### src/rtl/rx_frame_ctrl_if.sv
// rtl/rx_frame_ctrl_if.sv - UART-side byte strobe and frame-consumer signal bundle
//
// Ports (slave = rx_frame_ctrl view):
//   RxData, Rx_Done_Sig      byte and byte-received strobe from the UART receiver
//   Rx_En_Sig                receive enable back to the UART receiver
//   frame_valid, frame_len   held-frame status towards the consumer
//   frame_ack                consumer release of the held frame
//   rd_addr, rd_data         payload buffer read port (1-cycle latency)
//   err_pulse, err_code      one-cycle frame error strobe and its cause
interface rx_frame_ctrl_if;
    logic [7:0] RxData;
    logic       Rx_Done_Sig;
    logic       Rx_En_Sig;
    logic       frame_valid;
    logic [4:0] frame_len;
    logic       frame_ack;
    logic [3:0] rd_addr;
    logic [7:0] rd_data;
    logic       err_pulse;
    logic [1:0] err_code;

    modport master (
        output RxData,
        output Rx_Done_Sig,
        output frame_ack,
        output rd_addr,
        input  Rx_En_Sig,
        input  frame_valid,
        input  frame_len,
        input  rd_data,
        input  err_pulse,
        input  err_code
    );

    modport slave (
        input  RxData,
        input  Rx_Done_Sig,
        input  frame_ack,
        input  rd_addr,
        output Rx_En_Sig,
        output frame_valid,
        output frame_len,
        output rd_data,
        output err_pulse,
        output err_code
    );
endinterface

### src/rtl/rx_frame_ctrl.sv
// rtl/rx_frame_ctrl.sv - UART frame receiver: header sync, length, payload buffer, checksum
//
// Frame: HDR0 HDR1 LEN payload[LEN] CSUM, CSUM = (LEN + sum(payload)) mod 256.
// Ports:
//   clk     system clock
//   reset   asynchronous active-low reset
//   bus     rx_frame_ctrl_if.slave (UART byte input, frame status, buffer read port, errors)
// DEPTH is limited to 1..16 by the 4-bit rd_addr and 5-bit frame_len.
module rx_frame_ctrl #(
    parameter int         DEPTH       = 16,
    parameter int         TIMEOUT_CYC = 153600,
    parameter logic [7:0] HDR0        = 8'h5A,
    parameter logic [7:0] HDR1        = 8'hA5
) (
    input logic           clk,
    input logic           reset,
    rx_frame_ctrl_if.slave bus
);

    localparam int              TW       = (TIMEOUT_CYC > 1) ? $clog2(TIMEOUT_CYC) : 1;
    localparam logic [TW-1:0]   TMO_LAST = TW'(TIMEOUT_CYC - 1);
    localparam logic [7:0]      DEPTH8   = 8'(DEPTH);

    typedef enum logic [2:0] {
        IDLE,
        GOT_H0,
        GET_LEN,
        GET_DATA,
        GET_CSUM,
        HOLD
    } state_t;

    state_t        state;
    logic          rx_done_q;
    logic [TW-1:0] tmo_cnt;
    logic [7:0]    acc;
    logic [3:0]    idx;
    logic [4:0]    len;
    logic [7:0]    mem [0:15];

    logic byte_evt;
    logic counting;
    logic tmo_hit;
    logic wr_en;

    // A held-high strobe produces exactly one byte event.
    assign byte_evt = bus.Rx_Done_Sig & ~rx_done_q;
    assign counting = (state == GOT_H0) || (state == GET_LEN) ||
                      (state == GET_DATA) || (state == GET_CSUM);
    // The counter reaches TIMEOUT_CYC on the edge where it sits at TIMEOUT_CYC-1.
    assign tmo_hit  = counting && (tmo_cnt == TMO_LAST);
    // A byte landing on the timeout cycle is dropped, including its buffer write.
    assign wr_en    = (state == GET_DATA) && byte_evt && !tmo_hit;

    // Payload buffer is deliberately not reset.
    always_ff @(posedge clk) begin
        if (wr_en) begin
            mem[idx] <= bus.RxData;
        end
    end

    always_ff @(posedge clk or negedge reset) begin
        if (!reset) begin
            state           <= IDLE;
            rx_done_q       <= 1'b0;
            tmo_cnt         <= '0;
            acc             <= 8'd0;
            idx             <= 4'd0;
            len             <= 5'd0;
            bus.Rx_En_Sig   <= 1'b0;
            bus.frame_valid <= 1'b0;
            bus.frame_len   <= 5'd0;
            bus.rd_data     <= 8'd0;
            bus.err_pulse   <= 1'b0;
            bus.err_code    <= 2'd0;
        end else begin
            rx_done_q     <= bus.Rx_Done_Sig;
            bus.rd_data   <= mem[bus.rd_addr];
            bus.err_pulse <= 1'b0;
            bus.Rx_En_Sig <= 1'b1;

            if (tmo_hit) begin
                state         <= IDLE;
                tmo_cnt       <= '0;
                bus.err_pulse <= 1'b1;
                bus.err_code  <= 2'd3;
            end else begin
                if (counting) begin
                    tmo_cnt <= byte_evt ? '0 : tmo_cnt + 1'b1;
                end else begin
                    tmo_cnt <= '0;
                end

                case (state)
                    IDLE: begin
                        if (byte_evt && bus.RxData == HDR0) begin
                            state <= GOT_H0;
                        end
                    end
                    GOT_H0: begin
                        if (byte_evt) begin
                            if (bus.RxData == HDR1) begin
                                state <= GET_LEN;
                            end else if (bus.RxData != HDR0) begin
                                state <= IDLE;
                            end
                        end
                    end
                    GET_LEN: begin
                        if (byte_evt) begin
                            if (bus.RxData != 8'd0 && bus.RxData <= DEPTH8) begin
                                len   <= bus.RxData[4:0];
                                idx   <= 4'd0;
                                acc   <= bus.RxData;
                                state <= GET_DATA;
                            end else begin
                                bus.err_pulse <= 1'b1;
                                bus.err_code  <= 2'd1;
                                state         <= IDLE;
                            end
                        end
                    end
                    GET_DATA: begin
                        if (byte_evt) begin
                            acc <= acc + bus.RxData;
                            // idx stops at LEN-1, so it never passes DEPTH-1.
                            if ({1'b0, idx} == len - 5'd1) begin
                                state <= GET_CSUM;
                            end else begin
                                idx <= idx + 4'd1;
                            end
                        end
                    end
                    GET_CSUM: begin
                        if (byte_evt) begin
                            if (bus.RxData == acc) begin
                                state           <= HOLD;
                                bus.frame_valid <= 1'b1;
                                bus.frame_len   <= len;
                                bus.Rx_En_Sig   <= 1'b0;
                            end else begin
                                bus.err_pulse <= 1'b1;
                                bus.err_code  <= 2'd2;
                                state         <= IDLE;
                            end
                        end
                    end
                    HOLD: begin
                        if (bus.frame_ack) begin
                            bus.frame_valid <= 1'b0;
                            state           <= IDLE;
                        end else begin
                            bus.Rx_En_Sig <= 1'b0;
                        end
                    end
                    default: state <= IDLE;
                endcase
            end
        end
    end

endmodule

### src/flat_wrapper.sv
// flat-port wrapper written by rule: the top's interface ports become plain ports
module rx_frame_ctrl_flat 
#(
    parameter int         DEPTH       = 16,
    parameter int         TIMEOUT_CYC = 153600,
    parameter logic [7:0] HDR0        = 8'h5A,
    parameter logic [7:0] HDR1        = 8'hA5
)
  (clk, reset, bus_RxData, bus_Rx_Done_Sig, bus_frame_ack, bus_rd_addr, bus_Rx_En_Sig, bus_frame_valid, bus_frame_len, bus_rd_data, bus_err_pulse, bus_err_code);
  rx_frame_ctrl_if bus_i ();
  input logic clk;
  input logic reset;
  input wire logic [$bits(bus_i.RxData)-1:0] bus_RxData;
  input wire logic [$bits(bus_i.Rx_Done_Sig)-1:0] bus_Rx_Done_Sig;
  input wire logic [$bits(bus_i.frame_ack)-1:0] bus_frame_ack;
  input wire logic [$bits(bus_i.rd_addr)-1:0] bus_rd_addr;
  output wire logic [$bits(bus_i.Rx_En_Sig)-1:0] bus_Rx_En_Sig;
  output wire logic [$bits(bus_i.frame_valid)-1:0] bus_frame_valid;
  output wire logic [$bits(bus_i.frame_len)-1:0] bus_frame_len;
  output wire logic [$bits(bus_i.rd_data)-1:0] bus_rd_data;
  output wire logic [$bits(bus_i.err_pulse)-1:0] bus_err_pulse;
  output wire logic [$bits(bus_i.err_code)-1:0] bus_err_code;
  assign bus_i.RxData = bus_RxData;
  assign bus_i.Rx_Done_Sig = bus_Rx_Done_Sig;
  assign bus_i.frame_ack = bus_frame_ack;
  assign bus_i.rd_addr = bus_rd_addr;
  assign bus_Rx_En_Sig = bus_i.Rx_En_Sig;
  assign bus_frame_valid = bus_i.frame_valid;
  assign bus_frame_len = bus_i.frame_len;
  assign bus_rd_data = bus_i.rd_data;
  assign bus_err_pulse = bus_i.err_pulse;
  assign bus_err_code = bus_i.err_code;
  rx_frame_ctrl #(.DEPTH(DEPTH), .TIMEOUT_CYC(TIMEOUT_CYC), .HDR0(HDR0), .HDR1(HDR1)) u_core (.clk(clk), .reset(reset), .bus(bus_i));
endmodule
### config.mk
export PLATFORM = sky130hd
export DESIGN_NAME = rx_frame_ctrl_flat
export DESIGN_NICKNAME = d
export VERILOG_FILES = /design/src/rtl/rx_frame_ctrl_if.sv /design/src/rtl/rx_frame_ctrl.sv /design/src/flat_wrapper.sv
export SDC_FILE = /design/constraint.sdc
export NUM_CORES = 1
export LEC_CHECK = 0
export ABC_AREA = 1
export CAP_MARGIN = 20
export CORE_ASPECT_RATIO = 1.75
export CORE_MARGIN = 3
export CORE_UTILIZATION = 31
export CTS_CLUSTER_DIAMETER = 40
export DETAILED_ROUTE_END_ITERATION = 10
export PLACE_DENSITY = 0.56
export SLEW_MARGIN = 0
export SYNTH_ARGS = -nofsm -noshare
export SYNTH_HDL_FRONTEND = slang
export SYNTH_SLANG_ARGS = --single-unit
### constraint.sdc
create_clock -name clk -period 3.5 [get_ports clk]
set_input_delay 0.7 -clock clk [delete_from_list [all_inputs] [get_ports clk]]
set_output_delay 0.7 -clock clk [all_outputs]
set_load 0.02 [all_outputs]
# Yosys cells after proc, flatten, opt, wreduce, memory -nomap -nowiden
# Memory sizes are Yosys's and may differ from the RTL's. A register that Yosys moved wholly into a read port is not among the register bits.
# Index checks and enable logic that the tools add are counted.
# Widths: inputs -> output; s select.
[totals] register_bits=49 ram_bits=128 input_bits=16 output_inout_bits=18 word_cells=117 memories=1
[memory_table] memory="u_core.mem" words=16 word_bits=8 rd=1 rd_ports_with_merged_regs=1 wr=1 line="rx_frame_ctrl.sv:39" rtl="logic [7:0] mem [0:15];"
[op_classes] addsub=4 magnitude_cmp=1 n_eq_ne=28 n_mux=47 bitwise=3 n_reduce_logical=22
[op_table] op="$mux 18" count=3
[op_table] op="$mux 3" count=11
[op_table] op="$mux 8" count=3
[op_table] op="$add 18x1->18 const B" count=1
[op_table] op="$eq 18x18->1 const B" count=1
[op_table] op="$pmux 3 s6" count=1
[op_table] op="$mux 4" count=4
[op_table] op="$pmux 8 s2" count=1
[op_table] op="$ne 3x1->1 const B" count=5
[op_table] op="$reduce_and 5->1" count=3
[op_table] op="$mux 1" count=13
[op_table] op="$mux 2" count=6
[op_table] op="$ne 3x2->1 const B" count=4
[op_table] op="$add 8x8->8" count=1
[op_table] op="$eq 8x7->1 const B" count=1
[op_table] op="$eq 8x8->1" count=1
[op_table] op="$eq 8x8->1 const B" count=1
[op_table] op="$le 8x5->1 const B" count=1
[op_table] op="$ne 2x2->1 const B" count=4
[op_table] op="$ne 8x7->1 const B" count=1
[op_table] op="$pmux 4 s2" count=1
[op_table] op="$reduce_and 4->1" count=2
[op_table] op="$reduce_and 8->1" count=1
[op_table] op="$reduce_bool 8->1" count=1
[op_table] op="other kinds (19)" count=34

# Longest topological paths before layout
[logic_depth] depth_word=9 ltp_mapped=12

# Worst setup path after synthesis
# No wires, ideal clock.
[synth_path] path_kind="input -> register" startpoint="in bus_Rx_Done_Sig" endpoint="mem u_core.mem[15][0], enable pin" setup_time_ns=0.383 t_arrival_ns=2.032 required_time_ns=3.117 slack_ns=1.084 path_stages=7 n_path_buf=1 path_cell_list="inv_1 nor2_2 inv_1 nor2_1 nand2_2 buf_4 nor3_1"
[synth_between] elab_chain_cells=5
[synth_rtl] item="from (decl)" line="flat_wrapper.sv:14" rtl="input wire logic [$bits(bus_i.Rx_Done_Sig)-1:0] bus_Rx_Done_Sig;"
[synth_rtl] item="$and 1x1->1" line="rx_frame_ctrl.sv:47" rtl="assign byte_evt = bus.Rx_Done_Sig & ~rx_done_q;"
[synth_rtl] item="$logic_and 1x1->1 (2 in series)" line="rx_frame_ctrl.sv:53" rtl="assign wr_en = (state == GET_DATA) && byte_evt && !tmo_hit;"
[synth_rtl] item="$mux 1" line="rx_frame_ctrl.sv:57" rtl="if (wr_en) begin"
[synth_rtl] item="$mux 1 (implied by the code)" line="rx_frame_ctrl.sv:58" rtl="mem[idx] <= bus.RxData;"
[synth_rtl] item="to (decl)" line="rx_frame_ctrl.sv:39"
# No other way between the ends.

# Worst setup path after layout
[layout_path] startpoint="in bus_RxData[4]" endpoint="reg u_core.bus.frame_len[1]"
[layout_between] elab_chain_cells=2
[layout_rtl] item="from (decl)" line="flat_wrapper.sv:13" rtl="input wire logic [$bits(bus_i.RxData)-1:0] bus_RxData;"
[layout_rtl] item="$eq 8x8->1" line="rx_frame_ctrl.sv:136" rtl="if (bus.RxData == acc) begin"
[layout_rtl] item="$reduce_and 4->1 (no line)"
[layout_rtl] item="to (signal assigned)" line="rx_frame_ctrl.sv:139" rtl="bus.frame_len <= len;"
[layout_rtl] item="to (decl)" line="rx_frame_ctrl_if.sv:42" rtl="output frame_len,"
# No other way between the ends.
# A chain may end at the register's enable or synchronous reset.

==> results <==
- The area growth from synthesis to layout is 17.4%.
- For this block, the initial DRC count from the detailed router was 440.
- After detailed routing, the number of vias per cell comes to about 4.8.
- The post-synthesis net count is 846.
- The global-route met2 utilization is 0.293.
- Based on the critical path, the design can be clocked at up to between 400 and 500 MHz.
- The startpoint-to-endpoint class of the critical path is input pin to register.
- In the final design database the tool counted ~900 nets.
- The worst setup path is captured at a register.
- The count of input and output buffers is 33.
- The number of routed nets with antenna violations is 0.
- The floorplan step defined a die boundary enclosing a little under 0.03 mm².
- The depth of the most critical reg-to-reg path is 9.
- In this run the worst path has a maximum fanout of 10.
- The synthesized cell area is around 0.0085 mm².
- The number of synthesized register bits is 185.
- The accumulated negative setup slack is 0 ns.
- The cell at the slowest stage of the critical path is sky130_fd_sc_hd__clkdlybuf4s50_1.
- The worst path in the final design needs a cycle of about 2.4 ns, including I/O delays and setup.
- The kind of start point of the critical path is an input pin.
- In the routed design, unresolved DRC markers number 0.
- The sequential-to-total area share from yosys stat is 0.617.
- The later-pin clock latency in the skew report is roughly 0.43 ns.
- Across every metal layer, demand over resource in global routing totals 0.149.
- The number of buffers inserted during clock tree synthesis is 17.
- After floorplanning, the core was divided into 79 placement rows.
- The clock tree root buffer cell is sky130_fd_sc_hd__clkbuf_16.
- The clock drives 185 sinks.
- The post-route non-filler standard cell count is ~1,300.
- The remaining global-route overflow is 0.
- For met1 alone, demand over resource in global routing was 0.150.
- The region available for standard cell placement spans around 0.027 mm².
- Routability-driven placement finished with a final weighted congestion of around 0.86.
- The first global-routing pass estimated 33,800 µm of wire.
- The highest ir drop seen on vdd is between 0.0003 and 0.0004 V.
- The slew at the pin closest to its max-slew limit is 0.676 ns.
- The average wire per standard cell is about 17 µm.
- CTS built an H-tree with a depth of 4.
- The count of final hold-check violations is 0.
- The cell count after placement is around 1,200.
- For this design the top-level I/O count stands at 34.
- The final design utilization is 0.373.
- The vertical die dimension is approximately 230 µm.
- For this run, the number of Yosys warnings is 0.
- Data on the critical path is required at its endpoint by around 3.8 ns.
- The initial utilization of the core area, before any placement, comes to 0.318.
- Between clock sinks in the finished design, the worst skew comes to between 0.008 and 0.009 ns.
- The number of fill cells is 2,734.
- The cell count after synthesis is around 820.
- For this run, the slowest stage of the critical path takes between 0.6 and 0.7 ns.
- Data arrives at the worst endpoint at between 2 and 3 ns.
- The final clock period utilization by the worst path is 0.692.
- The class of the most critical hold timing path is input pin to async pin.
- The number of antenna diodes is 0.
- met2 is the most crowded layer.
- The worst hold slack is 0.298 ns.
- The number of max-slew violations in the final report was 0.
- For this design the ratio of total power to cell area is 491 mW/mm².
- Headroom to the max-slew limit came out at 0.549.
- The CTS tree is built.
- The total routed wirelength is approximately 21,000 µm.
- Once the clock tree was built, the setup fixing pass inserted 0 buffers.
- The total number of vias is ~6,000.
- The synthesized netlist contains 36 unique library cells.
- The detailed placement HPWL is around 16,000 µm.
- After clock tree synthesis, the clock-pin slew on the worst setup and hold paths is ~0.070 ns.
- In this run, post-CTS repair resized a total of 0 instances.
- The hold buffer count at cts is 0.
- For this run, global-route usage on met3 was measured as 0.0285.
- The number of antenna violations at the first check in global routing is 0.
- The flow ran to the end, and the final reports show no timing, DRC or antenna violations.
- The x dimension of the die is around 130 µm.
- Of the cells placed in the final design, the portion with a size suffix greater than 1 is 0.103.
- Averaged over all synthesized cells, the footprint is approximately 10 µm².
- The largest buffer count on any clock path is 2.
- Setup repair after global routing left no endpoint under its margin.
- The cell family contributing the most delay on the critical path is simple AND/OR/NAND/NOR gates.
- For this design the static power due to leakage is between 3 and 4 nW.
- The number of global-route vias before repair is roughly 6,000.
- Walking the worst path, the cells encountered are clkdlybuf4s50_1, ha_1, nor2_1, nand2_1, nor2_1, nand2_1, nor2_1, nand3_2, nand2_1, o21ai_0.
- The number of buffer and inverter instances along the worst setup path is 1.
- Counting buffers and inverters, the worst setup path is 10 cells deep.
- The largest net degree at the start of global routing is 39.
- The max-cap violation count is 0.
- The first TritonRoute pass finished after 5 iterations.
- The total of endpoints with negative setup slack in the final report is 0.
-- registers in the layout (all words and copies together) (netlist names) --
register and cells:
u_core.rx_done_q 1, u_core.bus.err_code 2, u_core.tmo_cnt 18, u_core.bus.Rx_En_Sig 1
u_core.bus.err_pulse 1, u_core.state 3, u_core.acc 8, u_core.mem 128
u_core.bus.frame_valid 1, u_core.bus.rd_data 8, u_core.len 5, u_core.bus.frame_len 5
u_core.idx 4
-- cells by family (layout without fill, tap and decap cells) --
logic type,Yosys count,after routing,synth area share
compound gates,151,151,0.0996
simple gates,298,298,0.156
mux,32,32,0.0375
flops,185,185,0.617
fa+ha+maj,14,14,0.0214
buf+inv,126,200,0.0589
xor+xnor,10,10,0.0102
-- worst paths after layout --
| path | from | endpoint | slack, ns |
|---|---|---|---|
| min in group clk | u_core.acc[2] | u_core.acc[2] | 0.48 |
| max | bus_RxData[4] | u_core.bus.frame_len[1] | 1.08 |
| min reg2reg | u_core.acc[2] | u_core.acc[2] | 0.48 |
| max reg2reg | u_core.tmo_cnt[0] | u_core.mem[3][4] | 1.08 |
| min | reset | u_core.bus.rd_data[2] | 0.30 |
| max in group asynchronous | reset | u_core.bus.frame_valid | 2.47 |
-- synth_stat cells, drive strengths merged --
cell / number / area [µm²]
ha: 13 / 163
nand3b: 1 / 7.51
clkbuf: 16 / 60.1
nand4: 11 / 68.8
nand2: 145 / 567
a21oi: 47 / 235
xnor2: 5 / 43.8
nand3: 52 / 265
fa: 1 / 20.0
mux2i: 32 / 320
a31oi: 2 / 12.5
o21ai: 65 / 325
buf: 11 / 71.3
a21boi: 2 / 15.0
xor2: 5 / 43.8
dfrtp: 57 / 1430
inv: 99 / 372
edfxtp: 128 / 3840
nor3: 28 / 145
o211ai: 32 / 240
or2: 1 / 6.26
o31ai: 2 / 15.0
nor2: 58 / 255
nor3b: 2 / 15.0
a21o: 1 / 7.51
-- routing by layer --
metal	part of all wire	vias up	wire, µm
met5	0	-	0
met1	0.37	2923	7920
met3	0.028	31	596
met2	0.57	112	12200
met4	0.033	0	707
li1	-	2946	-
-- placed cells by master, fill, tap and decap left out, types with 5 or more instances in the layout --
master,n
sky130_fd_sc_hd__nand4_1,11
sky130_fd_sc_hd__buf_4,36
sky130_fd_sc_hd__nand2_1,140
sky130_fd_sc_hd__inv_2,8
sky130_fd_sc_hd__clkbuf_16,17
sky130_fd_sc_hd__nand3_1,51
sky130_fd_sc_hd__o21ai_0,61
sky130_fd_sc_hd__mux2i_1,32
sky130_fd_sc_hd__nor3_1,27
sky130_fd_sc_hd__inv_1,91
sky130_fd_sc_hd__clkdlybuf4s50_1,31
sky130_fd_sc_hd__edfxtp_1,128
sky130_fd_sc_hd__ha_1,13
sky130_fd_sc_hd__nor2_1,49
sky130_fd_sc_hd__xnor2_1,5
sky130_fd_sc_hd__dfrtp_1,57
sky130_fd_sc_hd__xor2_1,5
sky130_fd_sc_hd__a21oi_1,47
sky130_fd_sc_hd__nor2_2,6
sky130_fd_sc_hd__o211ai_1,32
-- layout make-up --
type / count / area [µm²] / area share
clock inverters: 12 / 114 / 0.0113
well taps: 364 / 455 / 0.0454
inverters: 99 / 372 / 0.0370
multi-input cells: 505 / 2770 / 0.276
repair buffers: 69 / 606 / 0.0603
clock buffers: 20 / 447 / 0.0445
flip-flops and latches: 185 / 5270 / 0.525
-- where the power goes --
group / switching, mW / internal (mW)
sequential: 0.0702 / 2.40
clock: 0.837 / 1.01
combinational: 0.402 / 0.215
total: 1.31 / 3.62
-- per-stage QoR --
stage / area (µm²) / power, mW / setup slack, ns
2_1_floorplan: 8540 / 2.88 / 1.08
3_3_place_gp: 9470 / 3.14 / 0.684
3_5_place_dp: 9470 / 3.14 / 0.599
4_1_cts: 10000 / 4.99 / 1.06
5_1_grt: 10000 / 5.14 / 0.823
6_report: 10000 / 4.93 / 1.08
(Power assumes the default switching activity.)
